**src/rtl/multicycle_control.sv**
```systemverilog
// Multi-cycle sequencer for an RV32 subset (R-type, lw, sw, beq/bne/blt/bge, jal).
// Instruction and data share one memory port with a ready handshake.
// Control outputs are decoded from the current state. A few are also qualified
// by mem_ready, opcode or the branch condition. A counter tracks retired instructions.
module multicycle_control #(
    parameter int CNT_W = 32
) (
    input  logic             clk,
    input  logic             rst,
    input  logic [6:0]       opcode,
    input  logic [2:0]       func3,
    input  logic             zero,
    input  logic             lt,
    input  logic             mem_ready,
    output logic             mem_req,
    output logic             mem_we,
    output logic             adr_src,
    output logic             ir_write,
    output logic             pc_write,
    output logic             reg_write,
    output logic [1:0]       immsel,
    output logic [1:0]       aluop,
    output logic [1:0]       alu_src_a,
    output logic [1:0]       alu_src_b,
    output logic [1:0]       result_src,
    output logic             illegal_op,
    output logic             retire,
    output logic [CNT_W-1:0] retire_cnt,
    output logic [3:0]       state
);

    localparam logic [6:0] OP_LOAD   = 7'b0000011;
    localparam logic [6:0] OP_STORE  = 7'b0100011;
    localparam logic [6:0] OP_RTYPE  = 7'b0110011;
    localparam logic [6:0] OP_BRANCH = 7'b1100011;
    localparam logic [6:0] OP_JAL    = 7'b1101111;

    typedef enum logic [3:0] {
        S_FETCH  = 4'd0,
        S_DECODE = 4'd1,
        S_MEMADR = 4'd2,
        S_MEMRD  = 4'd3,
        S_MEMWB  = 4'd4,
        S_MEMWR  = 4'd5,
        S_EXECR  = 4'd6,
        S_ALUWB  = 4'd7,
        S_BRANCH = 4'd8,
        S_JAL    = 4'd9
    } state_t;

    state_t           state_reg;
    state_t           state_next;
    logic [CNT_W-1:0] retire_cnt_reg;
    logic             taken;

    // State register.
    always_ff @(posedge clk) begin
        if (rst) begin
            state_reg <= S_FETCH;
        end else begin
            state_reg <= state_next;
        end
    end

    // Retired-instruction counter. It wraps silently.
    always_ff @(posedge clk) begin
        if (rst) begin
            retire_cnt_reg <= '0;
        end else if (retire) begin
            retire_cnt_reg <= retire_cnt_reg + CNT_W'(1);
        end
    end

    // Branch condition selected by func3. Unsupported encodings are never taken.
    always_comb begin
        taken = 1'b0;
        case (func3)
            3'b000:  taken = zero;
            3'b001:  taken = ~zero;
            3'b100:  taken = lt;
            3'b101:  taken = ~lt;
            default: taken = 1'b0;
        endcase
    end

    // Next-state and control decode. All outputs are held low while rst is high.
    always_comb begin
        state_next = state_reg;
        mem_req    = 1'b0;
        mem_we     = 1'b0;
        adr_src    = 1'b0;
        ir_write   = 1'b0;
        pc_write   = 1'b0;
        reg_write  = 1'b0;
        immsel     = 2'b00;
        aluop      = 2'b00;
        alu_src_a  = 2'b00;
        alu_src_b  = 2'b00;
        result_src = 2'b00;
        illegal_op = 1'b0;
        retire     = 1'b0;
        if (rst) begin
            state_next = S_FETCH;
        end else begin
            case (state_reg)
                S_FETCH: begin
                    // Fetch from PC while the ALU computes PC+4 in parallel.
                    mem_req    = 1'b1;
                    alu_src_b  = 2'b10;
                    result_src = 2'b10;
                    if (mem_ready) begin
                        ir_write   = 1'b1;
                        pc_write   = 1'b1;
                        state_next = S_DECODE;
                    end
                end
                S_DECODE: begin
                    // Compute the branch/jump target speculatively into ALUOut.
                    alu_src_a = 2'b01;
                    alu_src_b = 2'b01;
                    immsel    = (opcode == OP_JAL) ? 2'b11 : 2'b10;
                    case (opcode)
                        OP_LOAD, OP_STORE: state_next = S_MEMADR;
                        OP_RTYPE:          state_next = S_EXECR;
                        OP_BRANCH:         state_next = S_BRANCH;
                        OP_JAL:            state_next = S_JAL;
                        default: begin
                            illegal_op = 1'b1;
                            state_next = S_FETCH;
                        end
                    endcase
                end
                S_MEMADR: begin
                    alu_src_a  = 2'b10;
                    alu_src_b  = 2'b01;
                    immsel     = (opcode == OP_STORE) ? 2'b01 : 2'b00;
                    state_next = (opcode == OP_STORE) ? S_MEMWR : S_MEMRD;
                end
                S_MEMRD: begin
                    mem_req = 1'b1;
                    adr_src = 1'b1;
                    if (mem_ready) begin
                        state_next = S_MEMWB;
                    end
                end
                S_MEMWB: begin
                    reg_write  = 1'b1;
                    result_src = 2'b01;
                    retire     = 1'b1;
                    state_next = S_FETCH;
                end
                S_MEMWR: begin
                    mem_req = 1'b1;
                    mem_we  = 1'b1;
                    adr_src = 1'b1;
                    if (mem_ready) begin
                        retire     = 1'b1;
                        state_next = S_FETCH;
                    end
                end
                S_EXECR: begin
                    alu_src_a  = 2'b10;
                    aluop      = 2'b10;
                    state_next = S_ALUWB;
                end
                S_ALUWB: begin
                    reg_write  = 1'b1;
                    retire     = 1'b1;
                    state_next = S_FETCH;
                end
                S_BRANCH: begin
                    // Compare rs1/rs2; PC loads the target held in ALUOut when taken.
                    alu_src_a  = 2'b10;
                    aluop      = 2'b01;
                    pc_write   = taken;
                    retire     = 1'b1;
                    state_next = S_FETCH;
                end
                S_JAL: begin
                    // PC takes the target while ALUOut captures the link value OldPC+4.
                    pc_write   = 1'b1;
                    alu_src_a  = 2'b01;
                    alu_src_b  = 2'b10;
                    state_next = S_ALUWB;
                end
                default: begin
                    state_next = S_FETCH;
                end
            endcase
        end
    end

    assign retire_cnt = rst ? '0 : retire_cnt_reg;
    assign state      = rst ? 4'd0 : state_reg;

endmodule

```
**config.mk**
```make
export PLATFORM = sky130hd
export DESIGN_NAME = multicycle_control
export DESIGN_NICKNAME = d
export VERILOG_FILES = /design/src/rtl/multicycle_control.sv
export SDC_FILE = /design/constraint.sdc
export NUM_CORES = 1
export LEC_CHECK = 0
export ABC_AREA = 1
export BUFFER_PORTS_ARGS = -buffer_cell sky130_fd_sc_hd__buf_2
export CAP_MARGIN = 20
export CORE_MARGIN = 1.5
export CORE_UTILIZATION = 50
export CTS_BUF_LIST = sky130_fd_sc_hd__clkbuf_4 sky130_fd_sc_hd__clkbuf_8
export DETAILED_ROUTE_END_ITERATION = 8
export PLACE_DENSITY = 0.79
export SYNTH_ARGS = -nofsm -noshare
export SYNTH_HDL_FRONTEND = slang
export SYNTH_SLANG_ARGS = --single-unit
```
**constraint.sdc**
```tcl
create_clock -name clk -period 1.5 [get_ports clk]
set_input_delay 0.15 -clock clk [delete_from_list [all_inputs] [get_ports clk]]
set_output_delay 0.15 -clock clk [all_outputs]
set_load 0.02 [all_outputs]
```
==> results of run 1 <==
kinds of logic after synthesis:
logic type      after synthesis  share of synthesized area [%]
buf+inv                      78                           11.9
compound gates               39                           7.52
xor+xnor                      7                           2.22
simple gates                342                           51.8
flops                        36                           26.1
fa+ha+maj                     1                          0.453
where the power goes:
part	switching (mW)	internal [mW]	leakage, nW
combinational	0.217	0.147	1.48
sequential	0.0128	0.952	0.303
clock	0.391	0.587	0.0645
worst reg2reg max path: stages, from the launching register on:
cell and delay [ns]:
dfxtp_4 0.41, inv_6 0.06, nor2_4 0.18, nand3_2 0.12, nand3_4 0.13, buf_6 0.14, nand2_2 0.06, nor2_2 0.17
nand2_1 0.13, nand2_1 0.08, o21ai_1 0.05
worst min path at each step:
stage / start / to / slack [ns] / cells after the start
global placement: retire_cnt_reg[31] / retire_cnt_reg[31] / 0.47 / 2
global route: mem_ready / state_reg[0] / 0.16 / 4
detailed placement: mem_ready / state_reg[0] / 0.47 / 4
finish: mem_ready / state_reg[0] / 0.15 / 4
CTS: mem_ready / state_reg[0] / 0.17 / 4
floorplan: mem_ready / state_reg[0] / 0.33 / 3
layer usage:
layer	wire, um	track usage, %
met5	0	0
met4	646	11.3
met3	989	5.53
met2	4960	50.1
met1	3960	36.2
cell usage in the layout, fill, tap and decap left out, types with 6 or more instances in the layout:
master and count:
buf_6 10, nor2_2 21, buf_2 55, dfxtp_4 6
inv_1 54, buf_4 52, clkbuf_8 7, a21oi_2 13
nand2_4 8, nand3_1 25, inv_2 6, dfxtp_1 14
xor2_1 7, dfxtp_2 16, nor2_1 92, a21oi_1 14
nor2_4 11, nand2_1 143, nand2_2 17
layout make-up:
class                      instances  share of cell area (%)
clock buffer                       7                    2.28
clock inverter                     1                   0.709
inverter                          64                    6.26
multi-input combinational        389                    49.3
sequential                        36                    18.0
tap                               70                    2.07
timing repair buffer             123                    21.0
timing repair inverter             1                   0.384
metrics by stage:
step	utilization [%]	hold WS [ns]	TNS, ns	area [um2]
2_1_floorplan	-	0.328	0	2780
3_3_place_gp	64.9	0.470	0	3380
3_5_place_dp	64.9	0.472	-0.00586	3380
4_1_cts	69.5	0.166	-0.491	3620
5_1_grt	81.3	0.165	-3.37	4230
6_report	81.3	0.146	-1.10	4230
repair_timing:
action / CTS / global route
setup buffers: 2 / 20
pin swaps: 1 / 35
setup endpoints to repair: 19 / 39
resized for setup: 34 / 136
gates cloned: 1 / 1
==> results.yml, run 1 <==
drt:
  drtIter0Drc: 382
  wirelength_mm: 10.6
  drc_errors: 0
  viasPerCell: 5.58
  routedWlPerCell_um: 15.3
  antenna_left: 0
  via_count: 3853
  first_pass_iters: 5
clock_network:
  cts_tree: "built"
  cts-hold-fix-buffers: 0
  h-tree-depth: 2
  clkTransAtPathRegs_ns: 0.07
  clkLatencyLatePin_ns: 0.30
  ctsRootBufferMaster: "clkbuf_8"
  cts_buffer_depth: 2
  numCtsBuffers: 5
  cts.sinks: 36
grt:
  antenna_found_initial: 0
  grt_usage_pct: 29.3
  grt_pass1_vias: 3190
  grt_max_degree: 29
  grt_pass1_wl_mm: 14.3
  grt_overflow: 0
synthesis:
  synthFlopType: "dfxtp_1"
  synth_cells: 503
  synth_area_per_cell_um2: 5.49
  synthTopCellsByCount: "165 x nand2_1, 119 x nor2_1, 60 x inv_1"
  synth_top_cell_by_area: "dfxtp_1"
  synth-async-reset-ratio_pct: 0
  synth_seq_cells: 36
  yosysTopAreaCellShare_pct: 26.1
  synthTopCellsByArea: "dfxtp_1 26%, nand2_1 22%, nor2_1 16%"
  syn_nets: 519
  seq_area_frac_synth_pct: 26.1
  synth.cell_area_um2: 2760
  synth_cell_types: 31
  post-synth-top-count-cell: "nand2_1"
  synth-edff-count: 0
  ys_warn_count: 0
pwr:
  ir_drop_mv: 0.483
  p_leak_nw: 1.85
  cellPowerDensity_nw_per_um2: 545
  fin_total_pwr_mw: 2.31
worst_setup_path:
  crit_type: "flip-flop to output port"
  rr_startpoint: "state_reg[0]"
  cp-end-kind: "output port"
  start_kind: "flip-flop"
  r2r_cells: 10
  crit_family: "simple AND/OR/NAND/NOR gates"
  cp-endpoint: "retire"
  cpMaxStageDelayCell: "dfxtp_4"
  crit_arrival_ns: 1.51
  ff2ff_setup_slack_ns: -0.12
  r2r-end: "retire_cnt_reg[4]"
  worst_ep_required_time_ns: 1.35
  critical_path_buf_inv_count: 3
  crit_cells: 7
  startpoint: "state_reg[0]"
  cp_max_fo: 8
  crit_path_cell_trace: "inv_6, nor2_4, nand3_2, nand3_4, nand2_8, clkinv_8, buf_8"
  cpPeakStageDelay_ns: 0.41
sta:
  clock.fmax_ghz: 0.603
  max_slew_margin_pct: 67.0
  period_needed_ns: 1.66
  finalCritPeriodShare_pct: 110
  worst_slew_pin_slew_ns: 0.491
  drv_slew: 0
  finalHoldViolCount: 0
  worst_slack_ns: -0.157
  setup_viol: 23
  grt_setup_unrepaired: "true"
  clock_skew_ns: 0.00803
placement:
  routabilityCongestion: 0.920
  place_ws_ns: -0.00539
  hpwlAfterDp_mm: 6.14
  portBuffers: 68
  post-place-cells: 659
floorplanning:
  dieArea_um2: 5980
  core_area_um2: 5200
  die_w_um: 77.3
  start_util_pct: 53.1
  die_h_um: 77.3
  rows: 26
  io_pins: 69
finish:
  largest_register_ffs: 32
  seqCellArea_um2: 763
  multi_input_area_um2: 2090
  fin_nets: 636
  instances_no_fill: 691
  drive_gt1_share_pct: 40.6
  syn2layout_area_growth_pct: 53.3
  antenna_cells_inserted: 0
  filler_cell_count: 315
flow_run:
  drv_cap: 0
outcome:
  status: "complete, but fails checks"
  violations: "negative setup slack"
worst_hold_path:
  hp-class: "input pin to flip-flop"
No activity file was read; power rests on OpenSTA's default activity.
==> run 2, diff against run 1 <==
clock period = 1.3 ns   (was 1.5 ns; I/O delays follow)
==> results.yml, run 2 <==
outcome:
  haltStage: "5_1_grt"
  status: "did not finish"
  tool.error: "[ERROR DPL-0038] Utilization greater than 100%, impossible to legalize"
synthesis:
  synth_cell_types: 31
  synth_top_cell_by_area: "dfxtp_1"
  synth.cell_area_um2: 2760
  synthTopCellsByArea: "dfxtp_1 26%, nand2_1 22%, nor2_1 16%"
  yosysTopAreaCellShare_pct: 26.1
  synth-async-reset-ratio_pct: 0
  ys_warn_count: 0
  syn_nets: 519
  synth_seq_cells: 36
  post-synth-top-count-cell: "nand2_1"
  synth_area_per_cell_um2: 5.49
  synth-edff-count: 0
  synthFlopType: "dfxtp_1"
  synthTopCellsByCount: "165 x nand2_1, 119 x nor2_1, 60 x inv_1"
  seq_area_frac_synth_pct: 26.1
  synth_cells: 503
sta:
  endpoint_type: "output port"
  crit_endpoint: "mem_req"
placement:
  routabilityCongestion: 0.946
  hpwlAfterDp_mm: 6.78
  portBuffers: 68
  place_ws_ns: -0.242
  dpl-instance-area_um2: 3810
clock_network:
  h-tree-depth: 2
  numCtsBuffers: 5
  cts.sinks: 36
  ctsRootBufferMaster: "clkbuf_8"
  cts_buffer_depth: 2
floorplanning:
  start_util_pct: 53.1
  io_pins: 69
  rows: 26
  die_w_um: 77.3
  die_h_um: 77.3
grt:
  grt_max_degree: 29
run 2: cell counts after synthesis:
No cell type changed its count.
run 2: kinds of logic after synthesis:
family | synth area share [%]
compound gates | 7.52
xor+xnor | 2.22
fa+ha+maj | 0.453
buf+inv | 11.9
flops | 26.1
simple gates | 51.8
run 2: per-stage QoR:
step           hold slack [ns]  std cells
4_1_cts                  0.197        740
3_5_place_dp             0.491        711
3_3_place_gp             0.461        711
2_1_floorplan            0.300        503
run 2: timing repair:
| action | in CTS |
|---|---|
| cloned | 3 |
| buffers inserted | 19 |
| hold buffers | 0 |
| gates resized for setup | 153 |
| setup endpoints to repair | 56 |
| pin swaps | 37 |
==> run 3, diff against run 2 <==
CORE_UTILIZATION = 40   (was 50)
CTS_BUF_LIST = not set   (was sky130_fd_sc_hd__clkbuf_4 sky130_fd_sc_hd__clkbuf_8)
PLACE_DENSITY = not set   (was 0.79)
PLACE_DENSITY_LB_ADDON = 0.15   (was not set)
clock period = 1.69 ns   (was 1.3 ns; I/O delays follow)
==> results.yml, run 3 (synthesized netlist as in run 1, its figures left out) <==
finish:
  antenna_cells_inserted: 0
  final_common_cell: "nand2_1"
  layout_common_cells: "165 x nand2_1, 115 x nor2_1, 65 x buf_2"
  fin_util_pct: 52.1
  instances_no_fill: 669
  largest_register_ffs: 32
  syn2layout_area_growth_pct: 26.6
  drive_gt1_share_pct: 22.9
  fin_area_um2: 3500
  fin_nets: 604
sta:
  worst_slack_ns: 0.0557
  finalCritPeriodShare_pct: 96.7
  clock_skew_ns: 0.00997
  finalSetupTns_ns: 0
  setup_viol: 0
  finalHoldViolCount: 0
  grt_setup_unrepaired: "true"
  period_needed_ns: 1.63
  max_slew_margin_pct: 65.3
  clock.fmax_ghz: 0.612
  drv_slew: 0
  worst_slew_pin_slew_ns: 0.516
pwr:
  p_int_mw: 1.27
  clockPowerShare_pct: 37.2
  switchingPower_mw: 0.483
  switching_share_pct: 27.6
  combPwrFrac_pct: 13.8
  ir_drop_mv: 0.307
  seq_power_share_pct: 48.9
  p_leak_nw: 1.53
  cellPowerDensity_nw_per_um2: 500
worst_setup_path:
  r2r_cells: 9
  cp-end-kind: "output port"
  rr_startpoint: "state_reg[1]"
  cp_max_fo: 6
  r2r-end: "retire_cnt_reg[3]"
  ff2ff_setup_slack_ns: 0.14
  crit_arrival_ns: 1.47
  start_kind: "flip-flop"
  crit_type: "flip-flop to output port"
  worst_ep_required_time_ns: 1.52
drt:
  via_count: 3269
  drc_errors: 0
  antenna_left: 0
  drtIter0Drc: 170
  first_pass_iters: 6
  wirelength_mm: 8.23
  viasPerCell: 4.89
  routedWlPerCell_um: 12.3
grt:
  grt_max_degree: 33
  grt_usage_pct: 22.5
  grt_overflow: 0
  grt_pass1_vias: 2906
  antenna_found_initial: 0
  grt_pass1_wl_mm: 13.3
clock_network:
  h-tree-depth: 2
  clkTransAtPathRegs_ns: 0.07
  cts_buffer_depth: 2
  numCtsBuffers: 5
  cts.sinks: 36
  ctsRootBufferMaster: "clkbuf_8"
  clkLatencyLatePin_ns: 0.29
  cts_tree: "built"
placement:
  post-place-cells: 656
  place_ws_ns: 0.0825
  portBuffers: 68
  dpl-instance-area_um2: 3280
  routabilityCongestion: 0.904
  hpwlAfterDp_mm: 6.15
floorplanning:
  dieArea_um2: 7410
  core_area_um2: 6720
  io_pins: 69
  die_h_um: 86.1
  rows: 30
  die_w_um: 86.1
  start_util_pct: 41.1
outcome:
  status: "finished clean"
worst_hold_path:
  min_from: "mem_ready"
  hp-class: "input pin to flip-flop"
  hold_path_depth: 4
  min_to: "state_reg[0]"
flow_run:
  drv_cap: 0
run 3: worst max-delay path by stage:
stage,depth (start not counted),startpoint,end
final,6,state_reg[1],illegal_op
after floorplan,5,state_reg[3],illegal_op
after CTS,6,state_reg[3],illegal_op
after detailed placement,10,state_reg[1],retire_cnt_reg[3]
after global placement,10,state_reg[1],retire_cnt_reg[3]
after global routing,6,state_reg[1],illegal_op
run 3: worst max-delay path, stage by stage (launching register included):
cell     delay, ns
dfxtp_4       0.38
inv_2         0.08
nand2_1       0.10
nor2_4        0.15
inv_2         0.06
nor4_2        0.24
buf_4         0.18
run 3: stage by stage:
stage	hold slack (ns)	power (mW)
2_1_floorplan	0.347	1.02
3_3_place_gp	0.471	1.09
3_5_place_dp	0.483	1.10
4_1_cts	0.181	1.76
5_1_grt	0.213	1.83
6_report	0.201	1.75
run 3: per-layer routing:
layer	global-route usage, %	wire length, um	share of wire [%]	vias to the layer above
met4	8.21	143	1.7	0
met2	37.6	3730	45	90
met1	28.6	3870	47	1451
met5	0	0	0	-
li1	-	-	-	1717
met3	4.43	486	5.9	11
run 3: layout make-up:
cell class                 count  area, um2
fill                         716       3220
multi-input combinational    389       1780
sequential                    36        734
timing repair buffer          92        544
inverter                      64        250
tap                           80        100
clock buffer                   8       90.1
run 3: repair_timing:
| action | CTS | global route |
|---|---|---|
| buffers inserted | 4 | 1 |
| hold buffers | 0 | 0 |
| pin swaps | 2 | 2 |
| resized for setup | 12 | 20 |
| endpoints found under the setup margin | 4 | 12 |
run 3: power by group through the flow:
| stage | clock (mW) | combinational (mW) | sequential [mW] |
|---|---|---|---|
| after floorplan | 0 | 0.145 | 0.877 |
| after global placement | 0 | 0.215 | 0.878 |
| after detailed placement | 0 | 0.217 | 0.878 |
| after CTS | 0.672 | 0.226 | 0.858 |
| after global routing | 0.709 | 0.264 | 0.857 |
| final | 0.651 | 0.242 | 0.857 |
==> run 4, diff against run 3 <==
REMOVE_ABC_BUFFERS = 1   (was not set)
==> results.yml, run 4 (synthesized netlist as in run 1, its figures left out) <==
worst_setup_path:
  r2r_cells: 10
  cp_max_fo: 6
  r2r-end: "retire_cnt_reg[18]"
  worst_ep_required_time_ns: 1.52
  rr_startpoint: "retire_cnt_reg[1]"
  crit_type: "flip-flop to output port"
  crit_arrival_ns: 1.48
  cp-end-kind: "output port"
  ff2ff_setup_slack_ns: 0.14
  start_kind: "flip-flop"
sta:
  holdWs_ns: 0.188
  finalHoldViolCount: 0
  period_needed_ns: 1.64
  setup_viol: 0
  finalSetupTns_ns: 0
  grt_setup_unrepaired: "true"
  max_slew_margin_pct: 68.8
  worst_slew_pin_slew_ns: 0.464
  clock.fmax_ghz: 0.608
  clock_skew_ns: 0.00854
  drv_slew: 0
  finalCritPeriodShare_pct: 97.3
worst_hold_path:
  min_to: "state_reg[1]"
  min_from: "mem_ready"
  hold_path_depth: 4
  hp-class: "input pin to flip-flop"
grt:
  grt_max_degree: 40
  grt_usage_pct: 22.3
  grt_pass1_wl_mm: 13.3
  grt_pass1_vias: 2966
  grt_overflow: 0
  antenna_found_initial: 0
finish:
  fin_util_pct: 52.9
  antenna_cells_inserted: 0
  largest_register_ffs: 32
  syn2layout_area_growth_pct: 28.6
  seqCellArea_um2: 736
  layout_common_cells: "163 x nand2_1, 114 x nor2_1, 65 x buf_2"
  multi_input_area_um2: 1800
  filler_cell_count: 716
  drive_gt1_share_pct: 23.9
  final_common_cell: "nand2_1"
  fin_nets: 608
  instances_no_fill: 673
clock_network:
  numCtsBuffers: 5
  ctsRootBufferMaster: "clkbuf_8"
  h-tree-depth: 2
  cts.sinks: 36
  cts_buffer_depth: 2
  clkLatencyLatePin_ns: 0.30
  cts_tree: "built"
  clkTransAtPathRegs_ns: 0.08
placement:
  routabilityCongestion: 0.903
  hpwlAfterDp_mm: 6.06
  post-place-cells: 655
  portBuffers: 68
floorplanning:
  rows: 30
  die_h_um: 86.1
  dieArea_um2: 7410
  start_util_pct: 41.1
  die_w_um: 86.1
  io_pins: 69
  core_area_um2: 6720
outcome:
  status: "finished clean"
drt:
  drtIter0Drc: 166
  wirelength_mm: 8.02
  antenna_left: 0
  viasPerCell: 4.92
  via_count: 3312
  drc_errors: 0
  routedWlPerCell_um: 11.9
  first_pass_iters: 5
pwr:
  cellPowerDensity_nw_per_um2: 496
  ir_drop_mv: 0.245
  p_leak_nw: 1.56
  fin_total_pwr_mw: 1.76
flow_run:
  drv_cap: 0
[run 4: cell count changes in the layout (fill, tap and decap cells not counted), sizes merged]
cell,change
buf,+4
[run 4: report_power, final]
group / leakage, nW / internal [mW] / switching, mW
Clock: 0.0455 / 0.333 / 0.331
Sequential: 0.293 / 0.849 / 0.0108
Combinational: 1.22 / 0.0813 / 0.157
[run 4: critical path, stage by stage (launching register included)]
cell and delay (ns):
dfxtp_4 0.39, inv_2 0.09, nand3_4 0.10, nor2_2 0.12, nand3_1 0.13, a21oi_2 0.20
buf_4 0.16
[run 4: cell type report]
class	count	area share [%]
clock buffers	8	2.54
inverters	64	7.04
multi-input cells	389	50.7
flip-flops and latches	36	20.7
well taps	80	2.82
repair buffers	96	16.2
[run 4: worst max path at each step]
stage | startpoint | endpoint | slack (ns) | cells past startpoint
3_5_place_dp | state_reg[3] | illegal_op | 0.10 | 6
2_1_floorplan | state_reg[3] | illegal_op | -0.05 | 5
3_3_place_gp | state_reg[0] | retire_cnt_reg[12] | 0.13 | 9
4_1_cts | state_reg[1] | illegal_op | -0.005 | 6
5_1_grt | state_reg[3] | immsel[0] | -0.03 | 6
6_report | state_reg[3] | immsel[0] | 0.05 | 6
[run 4: through the flow]
step           setup slack (ns)  area [um2]
2_1_floorplan           -0.0473        2680
3_3_place_gp              0.126        3260
3_5_place_dp              0.100        3260
4_1_cts                -0.00534        3430
5_1_grt                 -0.0338        3550
6_report                 0.0459        3550
[run 4: routing by layer]
layer  vias up  wire, um  global-route usage [%]
li1       1728         -                       -
met1      1461      3670                    29.1
met2       103      3740                    37.4
met3        20       429                    3.66
met4         0       185                    7.77
met5         -         0                       0
[run 4: timing repair]
| action | CTS | global route |
|---|---|---|
| endpoints found under the hold margin | 0 | 0 |
| setup endpoints to repair | 5 | 28 |
| hold buffers | 0 | 0 |
| buffers inserted | 6 | 4 |
| pin swaps | 0 | 5 |
| resized for setup | 13 | 25 |
